### config.mk
export PLATFORM = sky130hd
export DESIGN_NAME = rat_int_ctrl
export DESIGN_NICKNAME = d
export VERILOG_FILES = /design/src/rtl/rat_pkg.sv /design/src/rtl/rat_sync_edge.sv /design/src/rtl/rat_int_ctrl.sv
export SDC_FILE = /design/constraint.sdc
export NUM_CORES = 1
export LEC_CHECK = 0
export CAP_MARGIN = 20
export CORE_AREA = 2 2 41 43
export CTS_BUF_LIST = sky130_fd_sc_hd__clkbuf_2 sky130_fd_sc_hd__clkbuf_4 sky130_fd_sc_hd__clkbuf_8
export CTS_CLUSTER_SIZE = 25
export DETAILED_ROUTE_END_ITERATION = 12
export DIE_AREA = 0 0 43 45
export GPL_TIMING_DRIVEN = 0
export SYNTH_ARGS = -nofsm -noshare
export SYNTH_HDL_FRONTEND = slang
export SYNTH_SLANG_ARGS = --single-unit
### constraint.sdc
create_clock -name clk_i -period 2.1 [get_ports clk_i]
set_input_delay 0.315 -clock clk_i [delete_from_list [all_inputs] [get_ports clk_i]]
set_output_delay 0.315 -clock clk_i [all_outputs]
set_load 0.02 [all_outputs]
### src/rtl/rat_pkg.sv
// Shared constants for the RAT CPU: PC width, interrupt vector and flag bit indices.
package rat_pkg;

  localparam int unsigned RatPcW = 10;

  localparam logic [RatPcW-1:0] RatIntVector = 10'h3FF;

  // Bit positions of C and Z inside packed flag vectors (flag register, shadow copy).
  localparam int unsigned NumFlags = 2;
  localparam int unsigned FlagC    = 0;
  localparam int unsigned FlagZ    = 1;

  // Pack individual C/Z bits into a flag vector using the shared indices.
  function automatic logic [NumFlags-1:0] pack_flags(input logic c, input logic z);
    logic [NumFlags-1:0] f;
    f        = '0;
    f[FlagC] = c;
    f[FlagZ] = z;
    return f;
  endfunction

endpackage

### src/rtl/rat_sync_edge.sv
// Multi-flop synchronizer plus history flop producing a one-cycle rising-edge pulse.
// SyncStages must be in 2..4.
module rat_sync_edge #(
  parameter int unsigned SyncStages = 2
) (
  input  logic clk_i,
  input  logic rst_ni,
  input  logic d_i,
  output logic edge_o
);

  logic [SyncStages-1:0] sync_q, sync_d;
  logic                  hist_q, hist_d;
  // Tracks which stages hold real samples since reset; bit SyncStages covers the history flop.
  logic [SyncStages:0]   vld_q, vld_d;

  // Next-state: shift the input through the chain, history follows the last stage.
  always_comb begin
    sync_d = {sync_q[SyncStages-2:0], d_i};
    hist_d = sync_q[SyncStages-1];
    vld_d  = {vld_q[SyncStages-1:0], 1'b1};
  end

  // State registers, cleared asynchronously.
  always_ff @(posedge clk_i or negedge rst_ni) begin
    if (!rst_ni) begin
      sync_q <= '0;
      hist_q <= 1'b0;
      vld_q  <= '0;
    end else begin
      sync_q <= sync_d;
      hist_q <= hist_d;
      vld_q  <= vld_d;
    end
  end

  // Only report an edge once the history flop holds a genuine sample, so a level that is
  // already high when reset releases is not mistaken for a new request.
  assign edge_o = sync_q[SyncStages-1] & ~hist_q & vld_q[SyncStages];

endmodule

### src/rtl/rat_int_ctrl.sv
// Interrupt front-end: edge-detected request, pending latch, enable flag, C/Z shadow and
// overrun reporting feeding the control unit's INT input.
module rat_int_ctrl
  import rat_pkg::*;
#(
  parameter int unsigned          SyncStages = 2,
  parameter int unsigned          PcW        = RatPcW,
  parameter logic [PcW-1:0]       IntVector  = RatIntVector
) (
  input  logic           clk_i,
  input  logic           rst_ni,
  input  logic           intr_i,
  input  logic           i_set_i,
  input  logic           i_clr_i,
  input  logic           int_ack_i,
  input  logic           c_flag_i,
  input  logic           z_flag_i,
  input  logic           ovr_clr_i,
  output logic           int_o,
  output logic           i_en_o,
  output logic           pend_o,
  output logic           shad_c_o,
  output logic           shad_z_o,
  output logic [PcW-1:0] int_vec_o,
  output logic           overrun_o
);

  logic                intr_edge;
  logic                pend_q, pend_d;
  logic                i_en_q, i_en_d;
  logic                ovr_q, ovr_d;
  logic [NumFlags-1:0] shad_q, shad_d;

  rat_sync_edge #(
    .SyncStages (SyncStages)
  ) u_sync_edge (
    .clk_i  (clk_i),
    .rst_ni (rst_ni),
    .d_i    (intr_i),
    .edge_o (intr_edge)
  );

  // Next-state for pending, enable, overrun and shadow flags.
  always_comb begin
    pend_d = pend_q;
    i_en_d = i_en_q;
    ovr_d  = ovr_q;
    shad_d = shad_q;

    // A new edge in the ack cycle is kept rather than lost.
    if (intr_edge) begin
      pend_d = 1'b1;
    end else if (int_ack_i) begin
      pend_d = 1'b0;
    end

    if (intr_edge && pend_q && !int_ack_i) begin
      ovr_d = 1'b1;
    end else if (ovr_clr_i) begin
      ovr_d = 1'b0;
    end

    // Ack auto-disables; clear beats set when both strobes fire together.
    if (int_ack_i || i_clr_i) begin
      i_en_d = 1'b0;
    end else if (i_set_i) begin
      i_en_d = 1'b1;
    end

    if (int_ack_i) begin
      shad_d = pack_flags(c_flag_i, z_flag_i);
    end
  end

  // State registers, cleared asynchronously.
  always_ff @(posedge clk_i or negedge rst_ni) begin
    if (!rst_ni) begin
      pend_q <= 1'b0;
      i_en_q <= 1'b0;
      ovr_q  <= 1'b0;
      shad_q <= '0;
    end else begin
      pend_q <= pend_d;
      i_en_q <= i_en_d;
      ovr_q  <= ovr_d;
      shad_q <= shad_d;
    end
  end

  // Outputs: INT drops in the ack cycle itself so the control unit sees a single request.
  always_comb begin
    int_o     = pend_q & i_en_q & ~int_ack_i;
    i_en_o    = i_en_q;
    pend_o    = pend_q;
    overrun_o = ovr_q;
    shad_c_o  = shad_q[FlagC];
    shad_z_o  = shad_q[FlagZ];
    int_vec_o = IntVector;
  end

endmodule

Word level (Yosys, flattened, before mapping). Cells that the tools add are included.

Reductions and logical operators: 7. Bitwise logic cells: 6. Mux-type cells: 6.

Operator list (number): $mux 1 (6); $reduce_bool 2->1 (3); $and 1x1->1 (4); $logic_and 1x1->1 (2); $not 1->1 (2); $logic_not 1->1 (1); $logic_or 1x1->1 (1).

Input port bits: 9. Output and inout port bits: 16. Word-level logic and storage cells: 26. Bits in registers: 11.

Logic depth before layout (Yosys ltp).
Depth in word-level cells: 6. Gate-level depth with buffers: 2. Depth with buffers taken out: 2.

Modules after synthesis. A second synthesis with hierarchy kept.

Cell total of the unflattened synthesis: 33. Area total of the unflattened synthesis: 434.2 sq um.

By module, submodules not included: rat_int_ctrl (area an instance 271.5 sq um, times used 1, seq. area each 125.1 sq um, cells an instance 25); rat_sync_edge (area an instance 162.7 sq um, times used 1, seq. area each 150.1 sq um, cells an instance 8).

Least setup slack after synthesis. No wires, ideal clock.

Path kind: register to output. Start: register pend_q, in the netlist pend_o. End: output port int_o. Arrival: 835 ps. Data required time: 1785 ps. Cell stages (with the launch flop): 3. Buffers on the path: 0. Slack: 950 ps. Cells stage by stage: dfrtp_1 nand2b_4 nor2_1.

Longest elaborated chain between the ends: 2.

RTL lines: from (decl) (line rat_int_ctrl.sv:29) `logic pend_q, pend_d;`; from (signal assigned) (line rat_int_ctrl.sv:83) `pend_q <= pend_d;`; $and 1x1->1 (2 in series) (line rat_int_ctrl.sv:92) `int_o = pend_q & i_en_q & ~int_ack_i;`; to (decl) (line rat_int_ctrl.sv:19) `output logic int_o,`.

No other way between the ends.

Worst setup path after layout.
Start: input port int_ack_i. End: output port int_o.

Longest elaborated chain between the ends: 2.

RTL lines: from (decl) (line rat_int_ctrl.sv:15) `input logic int_ack_i,`; $not 1->1 (line rat_int_ctrl.sv:92); $and 1x1->1 (line rat_int_ctrl.sv:92).

No other way between the ends.

==> qor.txt <==
Pwr dens = 713 nW/um^2
Synth Warn # = 0
Clock Tree Buf Depth = 2
Fmax = 505 MHz
Req. time, crit path = 1.78 ns
Worst R2R Start = shad_q[0]
Tmin final = 1.98 ns
Initial antenna violation count = 0
Port buffer count = 14
Largest net degree at the start of global routing = 12
Status = complete, no violations
EDFF count, synth = 0
Post_cts resized = 0
Clk pwr share = 0.329
Critical path cell sequence = clkdlybuf4s50_1 -> nand2b_4 -> nor2_1 -> clkdlybuf4s50_1
WL/cell = 8.36 um
Fillers = 155
H-Tree Depth = 1
CTS Buf Count = 3
Std-Cell Rows = 14
Sw frac = 0.243
Detailed-route vias per instance = 3.66
Fraction of layout cells with a size suffix above 1 = 0.279
Max-cap violation count = 0
Worst hold path class = reg2reg
Async S/R FF share, synth = 1.00
Prevailing post-synth register cell = dfrtp_1
Vias in the first global route = 261
Delay-heaviest family, CP = buffers and inverters
CTS root buf = clkbuf_4
DRT iter0 DRCs = 2
DIE WIDTH = 43 um
Avg Cell Area, Syn = 13.0 sq um
Pleak = 0.312 nW
TritonCTS clock tree = yes
Top cell type by total area after synthesis = dfrtp_1
Initial Util = 0.291
Placer congestion estimate = 0.613
Setup repair after global routing missed its margin = false
Clk sink count = 11
Max incr delay on CP = 0.60 ns
Diodes inserted = 0
Number of post-CTS setup repair buffers = 0
Latest clock arrival within the worst-skew pair = 0.26 ns
Reg area = 275 sq um
Area of the multi-input gates = 108 sq um
Tcrit/Tclk final = 0.942
Pins Over Slew Limit = 0
Gate Count Post-Synth = 33
Hold depth = 0
Final design instance area without fill = 656 sq um
Core area = 1470 sq um
Power Total = 467 uW
CP most frequent cell = clkdlybuf4s50_1
Critical Path Slowest Stage Cell = clkdlybuf4s50_1
CTS clock-pin slew for the worst setup and hold paths = 0.07 ns
Crit path DAT = 1.66 ns
ANT nets after route = 0
I/O pin total = 25
Grt ovf = 0
Synthesized area = 428 sq um
Distinct cells, synth = 11
Hold_buf cts = 0
Setup-failing EPs final = 0
Hold Fails Final Rpt = 0
Count leader, synth = dfrtp_1
Sw Pwr = 113 uW
First-pass GRT wire length = 1070 um
Die ar. = 1940 sq um
Vias = 282
CP Buf/Inv Count = 2
Register area share after synthesis = 0.643
Reg2reg setup slack = 1.35 ns
Register bit total from synthesis = 11
Post-DP Area = 626 sq um
Most area-consuming cells after synthesis = dfrtp_1 64%, buf_4 18%, mux2_2 5.3%
Critical Setup Path Class = in2out
Crit start category = input port
Worst R2R Path Depth = 1
Post-synth top cells = 11 x dfrtp_1, 10 x buf_4, 2 x inv_1, 2 x mux2_2, 2 x nor2_1
DRT Pass-1 Iters = 2
Total track usage = 0.0778
Synth-to-Final Area Change = 53.2%
Clk_skew = 0.000958 ns
Fraction of synthesized cell area taken by the top area cell type = 0.643
Die height = 45 um
P_int = 354 uW
Sequential share of power = 0.493
Post-Route WL = 644 um
Reg-to-Reg End = shad_q[0]
Nets = 71
Hold EP = u_sync_edge.vld_q[2]
Comb pwr share = 0.178
Largest vdd supply drop = 357 uV
Final worst slack = 0.121 ns
Place WS = 0.0912 ns
Crit-path max FO = 4
Setup TNS = 0 ns
DRC viols = 0
Hold Startpoint = u_sync_edge.vld_q[1]
Worst setup EP type = primary output
how the worst max path moves through the flow:
| stage | slack (ns) | endpoint | cells after the start | from |
|---|---|---|---|---|
| final | 0.12 | int_o | 4 | int_ack_i |
| after floorplan | 0.95 | int_o | 2 | pend_o |
| after global placement | 0.11 | int_o | 4 | int_ack_i |
| after global routing | 0.06 | int_o | 4 | int_ack_i |
| after CTS | 0.1 | int_o | 4 | int_ack_i |
| after detailed placement | 0.09 | int_o | 4 | int_ack_i |
cells in the final DEF, fill, tap and decap left out:
cell type	Yosys	layout
buf_4	10	10
clkbuf_4	0	4
clkdlybuf4s50_1	0	14
conb_1	1	11
dfrtp_1	11	11
inv_1	2	2
mux2_2	2	2
nand2_1	1	1
nand2b_4	1	1
nand3b_1	1	1
nor2_1	2	2
nor3_1	1	1
o22ai_1	1	1
registers in the layout, indices dropped and copies added, names as in the netlist:
signal	cells
i_en_o	1
overrun_o	1
pend_o	1
shad_q	2
u_sync_edge.hist_q	1
u_sync_edge.sync_q	2
u_sync_edge.vld_q	3
power groups by stage:
stage | Clock, mW | Combinational, mW | Sequential [mW]
5_1_grt | 0.171 | 0.0900 | 0.232
3_5_place_dp | 0 | 0.0834 | 0.234
4_1_cts | 0.156 | 0.0836 | 0.230
2_1_floorplan | 0 | 0.0396 | 0.242
6_report | 0.154 | 0.0832 | 0.230
3_3_place_gp | 0 | 0.0827 | 0.234
through the flow:
stage | util | hold WS (ns) | cells
2_1_floorplan | - | 0.0194 | 43
3_3_place_gp | 0.425 | 0.332 | 73
3_5_place_dp | 0.425 | 0.339 | 73
4_1_cts | 0.446 | 0.354 | 77
5_1_grt | 0.446 | 0.357 | 77
6_report | 0.446 | 0.353 | 77
per-layer routing:
layer / track usage / wire length, um
met1: 0.0744 / 255
met2: 0.130 / 275
met3: 0.0520 / 113
met4: 0.0364 / 0
met5: 0 / 0
cell families after synthesis:
family | count (synthesis) | share of synthesized area
AOI/OAI and AO/OA | 1 | 0.0146
buffers and inverters | 12 | 0.193
DFF | 11 | 0.643
muxes | 2 | 0.0526
other | 1 | 0.00876
and+or+nand+nor | 6 | 0.0877
area by class of cell:
class / count / area share
Sequential cell: 11 / 0.420
Timing Repair Buffer: 14 / 0.214
Multi-Input combinational cell: 20 / 0.164
Buffer: 10 / 0.115
Clock buffer: 4 / 0.0458
Tap cell: 16 / 0.0305
Inverter: 2 / 0.0115
Note: power is estimated with default switching activity, not from simulation.
==> variant, RTL diff (same flow settings) <==
Put a register stage on the output `overrun_o`, cleared by the reset. The value now appears one clock later. The other outputs are not delayed to match.
--- a/src/rtl/rat_int_ctrl.sv
+++ b/src/rtl/rat_int_ctrl.sv
@@ -25,4 +25,6 @@
   output logic           overrun_o
 );
+
+  logic overrun_d;
 
   logic                intr_edge;
@@ -93,5 +95,5 @@
     i_en_o    = i_en_q;
     pend_o    = pend_q;
-    overrun_o = ovr_q;
+    overrun_d = ovr_q;
     shad_c_o  = shad_q[FlagC];
     shad_z_o  = shad_q[FlagZ];
@@ -99,4 +101,12 @@
   end
 
+  always_ff @(posedge clk_i or negedge rst_ni) begin
+    if (!rst_ni) begin
+      overrun_o <= '0;
+    end else begin
+      overrun_o <= overrun_d;
+    end
+  end
+
 endmodule
 
Check against the original RTL: not equivalent (Yosys sat finds a counterexample within 10 cycles, from zero or initial values and one cycle with rst_ni low).
==> variant against the original RTL <==
Total power up 8.5%; cell area up 4.8%; setup slack better by 0.0038 ns; area after synthesis up 5.8%; wire length down 3.4%; die area unchanged; sequential cell count up 1; global-route usage down 0.17 points; sequential share of layout area up 1.7 points.
==> variant: results (changes against the original RTL) <==
Status
  • Outcome: finished clean

Clock tree
  • CTS Buf Count: 3 (unchanged)
  • CTS Buffer Depth: 2 (unchanged)
  • H-tree levels: 1 (unchanged)
  • Clk Latency, worst-skew pair: 0.26 ns (about the same)
  • Setup Fix Bufs, Post-CTS: 0 (unchanged)
  • CTS Root Cell: clkbuf_4
  • Cts repair resizes: 0 (unchanged)

Worst setup path
  • RR Startpoint: shad_q[1]$_DFFE_PN0P_
  • R2r endpoint: shad_q[1]$_DFFE_PN0P_
  • CP max-delay cell: clkdlybuf4s50_1
  • Crit path largest cell delay: 0.60 ns (about the same)
  • Crit path from: int_ack_i
  • Register-to-Register Path Depth: 1 (unchanged)

Synth
  • Main area contributors after synthesis: dfrtp_1, buf_4, mux2_2, nand2b_4, inv_1
  • Synth cell count leaders: dfrtp_1, buf_4, inv_1, mux2_2, nor2_1
  • Top_reg_cell synth: dfrtp_1
  • Share of the yosys chip area belonging to registers: 0.663 (+0.0197)
  • Synth cell types: 11 (unchanged)
  • Share of the synthesized area in the top cell type: 0.663 (+0.0197)

GRT
  • M2 GR Usage: 0.118 (-0.0121)
  • Global-route wire length before repair: 1060 um (-1.3%)
  • GRT Total Usage: 0.0761 (-0.00171)
  • Initial antenna violation count: 0 (unchanged)
  • Met3 Use GR: 0.0560 (+0.00400)
  • Pin count of the biggest net entering global routing: 13 (+1)
  • Vias in the first global route: 268 (+2.7%)
  • GR Util met1: 0.0846 (+0.0103)

Pwr
  • Leakage: 0.328 nW (+5.3%)
  • Max IR drop VDD: 0.366 mV (+2.6%)

Detailed routing
  • DR iter-0 viols: 0 (-2)
  • Final wirelength: 622 um (-3.4%)
  • Drt first pass iters: 1 (-1)
  • Vias after detailed routing: 288 (+2.1%)

Placement
  • Pre-CTS setup slack: 0.114 ns (+0.0228 ns)
  • GPL Wtd Cong: 0.612 (about the same)
  • Placed Area: 651 sq um (+4.0%)
  • Number of I/O port buffers: 14 (unchanged)
  • Dpl hpwl: 507 um

Timing
  • Worst-margin pin slew: 0.520 ns
  • Skew final: 0.00314 ns (+0.00218 ns)

Finish
  • Share of layout cells above drive strength 1: 0.274 (-0.00449)
  • Total Nets Final: 72 (+1.4%)

Hold path
  • Hold-critical path endpoint: u_sync_edge.vld_q[1]$_DFF_PN0_
  • HP Class: reg -> reg
  • Hold wc startpoint: u_sync_edge.vld_q[0]$_DFF_PN0_
-- variant: stage by stage --
stage / power, mW / cells / hold WS [ns]
after floorplan: 0.302 / 44 / 0.0194
after global placement: 0.337 / 74 / 0.332
after detailed placement: 0.338 / 74 / 0.336
after CTS: 0.517 / 78 / 0.353
after global routing: 0.537 / 78 / 0.365
final: 0.507 / 78 / 0.350
-- variant: cell families (layout without fill, tap and decap cells) --
kind of cell	count (synthesis)	in the layout	synth area share
buffers and inverters	12	30	0.182
other	1	11	0.00828
multiplexers	2	2	0.0497
flip-flops	12	12	0.663
AO/OA/AOI/OAI	1	1	0.0138
AND/OR/NAND/NOR	6	6	0.0829
-- variant: layout make-up --
| class | count | area (sq um) |
|---|---|---|
| fill | 159 | 785 |
| multi-input combinational | 20 | 108 |
| inverter | 2 | 7.51 |
| buffer | 10 | 75.1 |
| tap | 16 | 20.0 |
| clock buffer | 4 | 36.3 |
| timing repair buffer | 14 | 140 |
| sequential | 12 | 300 |
-- variant: worst max path at each step --
stage | to | slack (ns) | cells after the start
floorplan | int_o | 0.95 | 2
global placement | int_o | 0.11 | 4
detailed placement | int_o | 0.11 | 4
CTS | int_o | 0.11 | 4
global route | int_o | 0.07 | 4
finish | int_o | 0.12 | 4
-- variant: report_power, final --
group	switching [mW]	total [mW]	internal (mW)	leakage, nW
registers	0.00589	0.250	0.244	0.147
logic	0.0395	0.0831	0.0436	0.160
clock network	0.0694	0.175	0.105	0.0210
total	0.115	0.507	0.392	0.328
-- variant: metal layers --
layer  up-vias  routed length [um]
met1       127                 271
met2        17                 270
met3         0                  80
li1        144                   -
met4         0                   0
met5         -                   0
